**config.mk**
```make
export PLATFORM = sky130hd
export DESIGN_NAME = nine_segment_frame_sequencer
export DESIGN_NICKNAME = d
export VERILOG_FILES = /design/src/rtl/nine_segment_pkg.sv /design/src/rtl/nine_segment_frame_sequencer_frame_ticker.sv /design/src/rtl/nine_segment_frame_sequencer.sv
export SDC_FILE = /design/constraint.sdc
export NUM_CORES = 1
export LEC_CHECK = 0
export CORE_MARGIN = 8
export CORE_UTILIZATION = 50
export DETAILED_ROUTE_END_ITERATION = 16
export GPL_ROUTABILITY_DRIVEN = 0
export GPL_TIMING_DRIVEN = 0
export HOLD_SLACK_MARGIN = 0.03
export PLACE_DENSITY_LB_ADDON = 0.2
export SETUP_SLACK_MARGIN = 0.4
export SLEW_MARGIN = 40
export SYNTH_ARGS = -nofsm -noshare
export SYNTH_HDL_FRONTEND = slang
export SYNTH_SLANG_ARGS = --single-unit
```
**constraint.sdc**
```tcl
create_clock -name clk -period 5.45 [get_ports clk]
set_input_delay 1.635 -clock clk [delete_from_list [all_inputs] [get_ports clk]]
set_output_delay 1.635 -clock clk [all_outputs]
set_load 0.05 [all_outputs]
```
**src/rtl/nine_segment_pkg.sv**
```systemverilog
// Shared types and constants for the nine-segment frame sequencer.
package nine_segment_pkg;

    typedef enum logic [1:0] {SEQ_IDLE, SEQ_PLAY, SEQ_DONE} seq_state_t;

    localparam int         SEG_W     = 9;
    localparam logic [8:0] SEG_BLANK = '0;

endpackage

```
**src/rtl/nine_segment_frame_sequencer_frame_ticker.sv**
```systemverilog
// Frame period counter: counts display cycles and flags the last cycle of each frame.
module frame_ticker
    import nine_segment_pkg::*;
#(
    parameter int PERIOD_W = 16
) (
    input  logic                clk,
    input  logic                rst_n,
    input  logic                clr_i,
    input  logic                en_i,
    input  logic [PERIOD_W-1:0] period_i,
    output logic                frame_end_o
);

    logic [PERIOD_W-1:0] cnt_q, cnt_d;

    // period_i is never 0 here: the top level latches 0 as 1.
    assign frame_end_o = en_i && (cnt_q == period_i - PERIOD_W'(1));

    always_comb begin
        // NOTE: default first so every path assigns cnt_d and no latch is inferred.
        cnt_d = cnt_q;
        if (clr_i) begin
            cnt_d = '0;
        end else if (en_i) begin
            cnt_d = frame_end_o ? '0 : cnt_q + PERIOD_W'(1);
        end
    end

    // NOTE: sequential state uses non-blocking assignments so all registers update together.
    always_ff @(posedge clk) begin
        if (!rst_n) begin
            cnt_q <= '0;
        end else begin
            cnt_q <= cnt_d;
        end
    end

endmodule

```
**src/rtl/nine_segment_frame_sequencer.sv**
```systemverilog
// Frame buffer plus playback FSM feeding the 3x3 segment driver; one-shot or looping.
module nine_segment_frame_sequencer
    import nine_segment_pkg::*;
#(
    parameter  int DEPTH    = 8,
    parameter  int PERIOD_W = 16,
    localparam int AW       = $clog2(DEPTH)
) (
    input  logic                clk,
    input  logic                rst_n,
    input  logic                wr_valid_i,
    output logic                wr_ready_o,
    input  logic [AW-1:0]       wr_addr_i,
    input  logic [SEG_W-1:0]    wr_data_i,
    input  logic [AW-1:0]       last_idx_i,
    input  logic [PERIOD_W-1:0] period_i,
    input  logic                loop_i,
    input  logic                start_i,
    input  logic                stop_i,
    output logic [SEG_W-1:0]    segments_o,
    output logic                busy_o,
    output logic                wrap_o
);

    seq_state_t          state_q, state_d;
    logic [AW-1:0]       idx_q, idx_d, last_q, last_d, idx_inc;
    logic [PERIOD_W-1:0] period_q, period_d;
    logic [SEG_W-1:0]    seg_q, seg_d;
    logic                wrap_q, wrap_d;
    logic [SEG_W-1:0]    mem_q [DEPTH];
    logic                playing, frame_end, boundary, at_last, wr_fire;

    assign playing  = (state_q == SEQ_PLAY);
    assign boundary = frame_end && !stop_i && !start_i;
    assign at_last  = (idx_q == last_q);
    assign idx_inc  = idx_q + AW'(1);
    assign wr_fire  = wr_valid_i && wr_ready_o;

    frame_ticker #(.PERIOD_W(PERIOD_W)) u_ticker (
        .clk        (clk),
        .rst_n      (rst_n),
        .clr_i      (stop_i || start_i),
        .en_i       (playing),
        .period_i   (period_q),
        .frame_end_o(frame_end)
    );

    always_ff @(posedge clk) begin
        if (!rst_n) begin
            state_q <= SEQ_IDLE;
        end else begin
            state_q <= state_d;
        end
    end

    // stop outranks start, which outranks a frame boundary.
    always_comb begin
        state_d = state_q;
        if (stop_i) begin
            state_d = SEQ_IDLE;
        end else if (start_i) begin
            state_d = SEQ_PLAY;
        end else if (boundary && at_last && !loop_i) begin
            state_d = SEQ_DONE;
        end
    end

    always_comb begin
        busy_o     = playing;
        wr_ready_o = !playing;
    end

    always_comb begin
        idx_d    = idx_q;
        seg_d    = seg_q;
        wrap_d   = 1'b0;
        period_d = period_q;
        last_d   = last_q;
        if (stop_i) begin
            idx_d = '0;
            seg_d = SEG_BLANK;
        end else if (start_i) begin
            idx_d    = '0;
            seg_d    = mem_q[0];
            period_d = (period_i == '0) ? PERIOD_W'(1) : period_i;
            last_d   = last_idx_i;
        end else if (boundary) begin
            if (!at_last) begin
                idx_d = idx_inc;
                seg_d = mem_q[idx_inc];
            end else begin
                wrap_d = 1'b1;
                if (loop_i) begin
                    idx_d = '0;
                    seg_d = mem_q[0];
                end
            end
        end
    end

    always_ff @(posedge clk) begin
        if (!rst_n) begin
            idx_q    <= '0;
            seg_q    <= SEG_BLANK;
            wrap_q   <= 1'b0;
            period_q <= PERIOD_W'(1);
            last_q   <= '0;
        end else begin
            idx_q    <= idx_d;
            seg_q    <= seg_d;
            wrap_q   <= wrap_d;
            period_q <= period_d;
            last_q   <= last_d;
        end
    end

    // A start in the same cycle as a write reads the pre-write slot 0.
    always_ff @(posedge clk) begin
        if (!rst_n) begin
            // NOTE: the frame RAM is a register array that must read back 0 after reset, so it is cleared here.
            for (int i = 0; i < DEPTH; i++) begin
                mem_q[i] <= SEG_BLANK;
            end
        end else if (wr_fire) begin
            mem_q[wr_addr_i] <= wr_data_i;
        end
    end

    assign segments_o = seg_q;
    assign wrap_o     = wrap_q;

endmodule

```
==> run_results.csv <==
group,metric,value,unit
cts,cts_buffer_depth,2,
place,postPlaceCellArea,0.00688,mm2
worst_setup_path,arrival,4.11,ns
timing,relSlewSlack,0.471,
synthesis,yosys_warnings,0,
power,power_frac_clock,0.494,
die,fp-row-count,40,
synthesis,netlist_instances,570,
finish,fill_cells,961,
synthesis,synth_area,0.00617,mm2
die,ios,49,
die,die-area,0.0162,mm2
synthesis,synth.top_cell.area_share,0.350,
synthesis,synth_area_leaders,"edfxtp_1 (35%), dfxtp_1 (16%), and2_1 (7.6%), mux4_2 (6.6%), nand2_1 (4.4%)",
die,start_util,0.514,
power,pwr-share-seq,0.426,
global_routing,grt_remaining_overflow,0,
worst_setup_path,startpoint_type,"primary input",
power,cellPowerDensity,318,mW/mm2
synthesis,synth-seq-cells,122,
timing,setup_viol,0,
power,p_sw,541,uW
synthesis,synth_edf_count,72,
finish,multi_input_area,0.00288,mm2
routing,wire_per_inst,18.3,um
cts,cts_htree_levels,4,
cts,clk_latency,0.42,ns
power,p_leak,2.63,nW
power,sw_frac_of_total,0.227,
job,drv_cap,0,
worst_setup_path,crit_fanout,10,
timing,rsz0062_at_grt,"false",
global_routing,antenna_found_initial,0,
place,hpwl,10400,um
worst_setup_path,crit_path_end_kind,"flop",
global_routing,grt_pass1_wl,23200,um
finish,finalInstanceArea,0.00750,mm2
timing,finalWorstSetupSlack,1.39,ns
place,dp_cells,765,
routing,totalWireLength,14500,um
place,port_buffers,48,
power,power_frac_comb,0.080,
timing,tightest_slew,0.786,ns
global_routing,track_usage,0.188,
global_routing,grt.met3_usage,0.0441,
routing,ant_nets,0,
routing,drt-initial-drc-count,281,
finish,final_cells,796,
synthesis,seq_area_frac_synth,0.512,
cts,cts_made_buffers,17,
place,place_ws,0.963,ns
worst_hold_path,hold_class,"reg -> reg",
synthesis,synth_ff_type,"edfxtp_1",
die,dieHeight,127,um
cts,post-cts-setup-buffers,0,
cts,cts_resized,0,
power,p_int,1.85,mW
routing,viasPerCell,5.71,
routing,dr_total_vias,4548,
finish,regArea,0.00316,mm2
worst_setup_path,cp.required,5.50,ns
routing,drtPass1Iterations,5,
cts,cts_sinks,122,
worst_setup_path,path_class,"in -> reg",
die,die_x,127,um
status,outcome,"completed",
routing,drc,0,
die,coreArea,0.0120,mm2
synthesis,ys_types,57,
global_routing,grt_pass1_vias,4494,
synthesis,synthArstFlopShare,0,
timing,slew_violations,0,
worst_hold_path,holdPathStages,2,
cts,ctsHoldBuffers,0,
timing,period_share,0.744,
global_routing,use_met1,0.246,
finish,final_nets,677,
cts,cts_tree,"built",
global_routing,gr-max-usage-layer,"met2",
cts,clkSlewWorstSetupHoldPaths,0.05,ns
timing,fmaxAchievable,246,MHz
finish,syn2layout_area_growth,21.5,%
synthesis,synth_top_area_cell,"edfxtp_1",
worst_setup_path,r2r_cells,12,
finish,diodes,0,
finish,postLayoutCoreUtil,0.625,
power,irDropWorstVdd,0.221,mV
timing,final_hold_viol_count,0,
timing,fin_crit,4.06,ns
synthesis,syn_nets,610,
finish,drive_gt1_frac,0.111,
global_routing,grt_max_degree,17,
synthesis,syn_area_per_cell,10.8,um2
cts,root_buffer,"clkbuf_16",
timing,fin_skew,0.00897,ns
global_routing,met2_usage,0.291,
timing,setup_tns,0,ns
[path summary, 6_finish.rpt]
check                 from            end  slack, ns
min          segments_o[7]  segments_o[7]       0.46
min reg2reg  segments_o[7]  segments_o[7]       0.46
max                  rst_n    mem_q[1][2]       1.39
max reg2reg    period_q[0]       idx_q[2]       2.03
[worst max-delay path, cell delays in order]
cell             delay [ns]
clkdlybuf4s50_1        0.60
clkbuf_1               0.34
nand4_1                0.39
nor3_2                 0.62
nand2b_1               0.52
[power groups by stage]
stage / Combinational (mW) / Clock, mW / Sequential (mW)
floorplan: 0.108 / 0 / 1.04
global placement: 0.181 / 0 / 1.03
detailed placement: 0.188 / 0 / 1.04
CTS: 0.190 / 1.19 / 1.02
global route: 0.208 / 1.24 / 1.02
finish: 0.191 / 1.18 / 1.02
[state kept, by name (all words and copies together) (netlist names)]
name            flops
state_q             2
wrap_o              1
last_q              3
idx_q               3
u_ticker.cnt_q     16
mem_q              72
segments_o          9
period_q           16
[metrics by stage]
stage	total power, mW	hold slack [ns]
2_1_floorplan	1.15	0.432
3_3_place_gp	1.22	0.444
3_5_place_dp	1.22	0.457
4_1_cts	2.40	0.465
5_1_grt	2.46	0.486
6_report	2.39	0.461
[cells in the final DEF (no fill, tap or decap), types with 4 or more instances in the layout]
master | netlist | routed
nand4_1 | 9 | 9
xnor2_1 | 19 | 19
buf_2 | 4 | 5
dfxtp_1 | 50 | 50
mux4_2 | 18 | 18
clkbuf_1 | 23 | 22
edfxtp_1 | 72 | 72
o21ai_2 | 0 | 6
clkdlybuf4s50_1 | 0 | 48
bufinv_16 | 0 | 4
nand2_1 | 72 | 72
nor4_1 | 9 | 9
nand2b_1 | 8 | 8
clkbuf_16 | 0 | 17
o211ai_1 | 12 | 12
nor2_1 | 39 | 39
nand3_1 | 10 | 10
inv_1 | 8 | 8
a21oi_1 | 9 | 9
a21boi_0 | 19 | 19
mux2i_1 | 20 | 20
xor2_1 | 15 | 14
nor3_1 | 13 | 11
and2_1 | 75 | 75
[final cells by class]
type                            count  area share
Buffer                             31      0.0185
Clock buffer                       17      0.0567
Clock inverter                     14      0.0260
Inverter                            9     0.00450
Multi-Input combinational cell    408       0.384
Sequential cell                   122       0.422
Tap cell                          147      0.0245
Timing Repair Buffer               48      0.0640
[cell families after synthesis]
family,count (synthesis),share of synthesized area
compound gates,72,0.0825
buf+inv,40,0.0276
fa+ha+maj,3,0.00608
mux,41,0.104
flops,122,0.512
xor+xnor,34,0.0482
simple gates,258,0.220
[metal layers]
metal	routed length (um)	vias up
met5	0	-
met4	274	0
met3	1070	25
met2	6550	154
met1	6640	2175
li1	-	2194
[cell usage after synthesis, drive strengths merged, types with 8 or more instances]
master  count
a21oi       9
nor4       10
mux4       18
dfxtp      50
nand4       9
mux2i      20
clkbuf     23
nand2      72
and2       75
a21boi     19
xnor2      19
inv         9
nor2       39
o21ai       9
nand3      10
o211ai     12
xor2       15
edfxtp     72
nor3       13
buf         8
nand2b      8
Note: power is estimated with default switching activity, not from simulation.
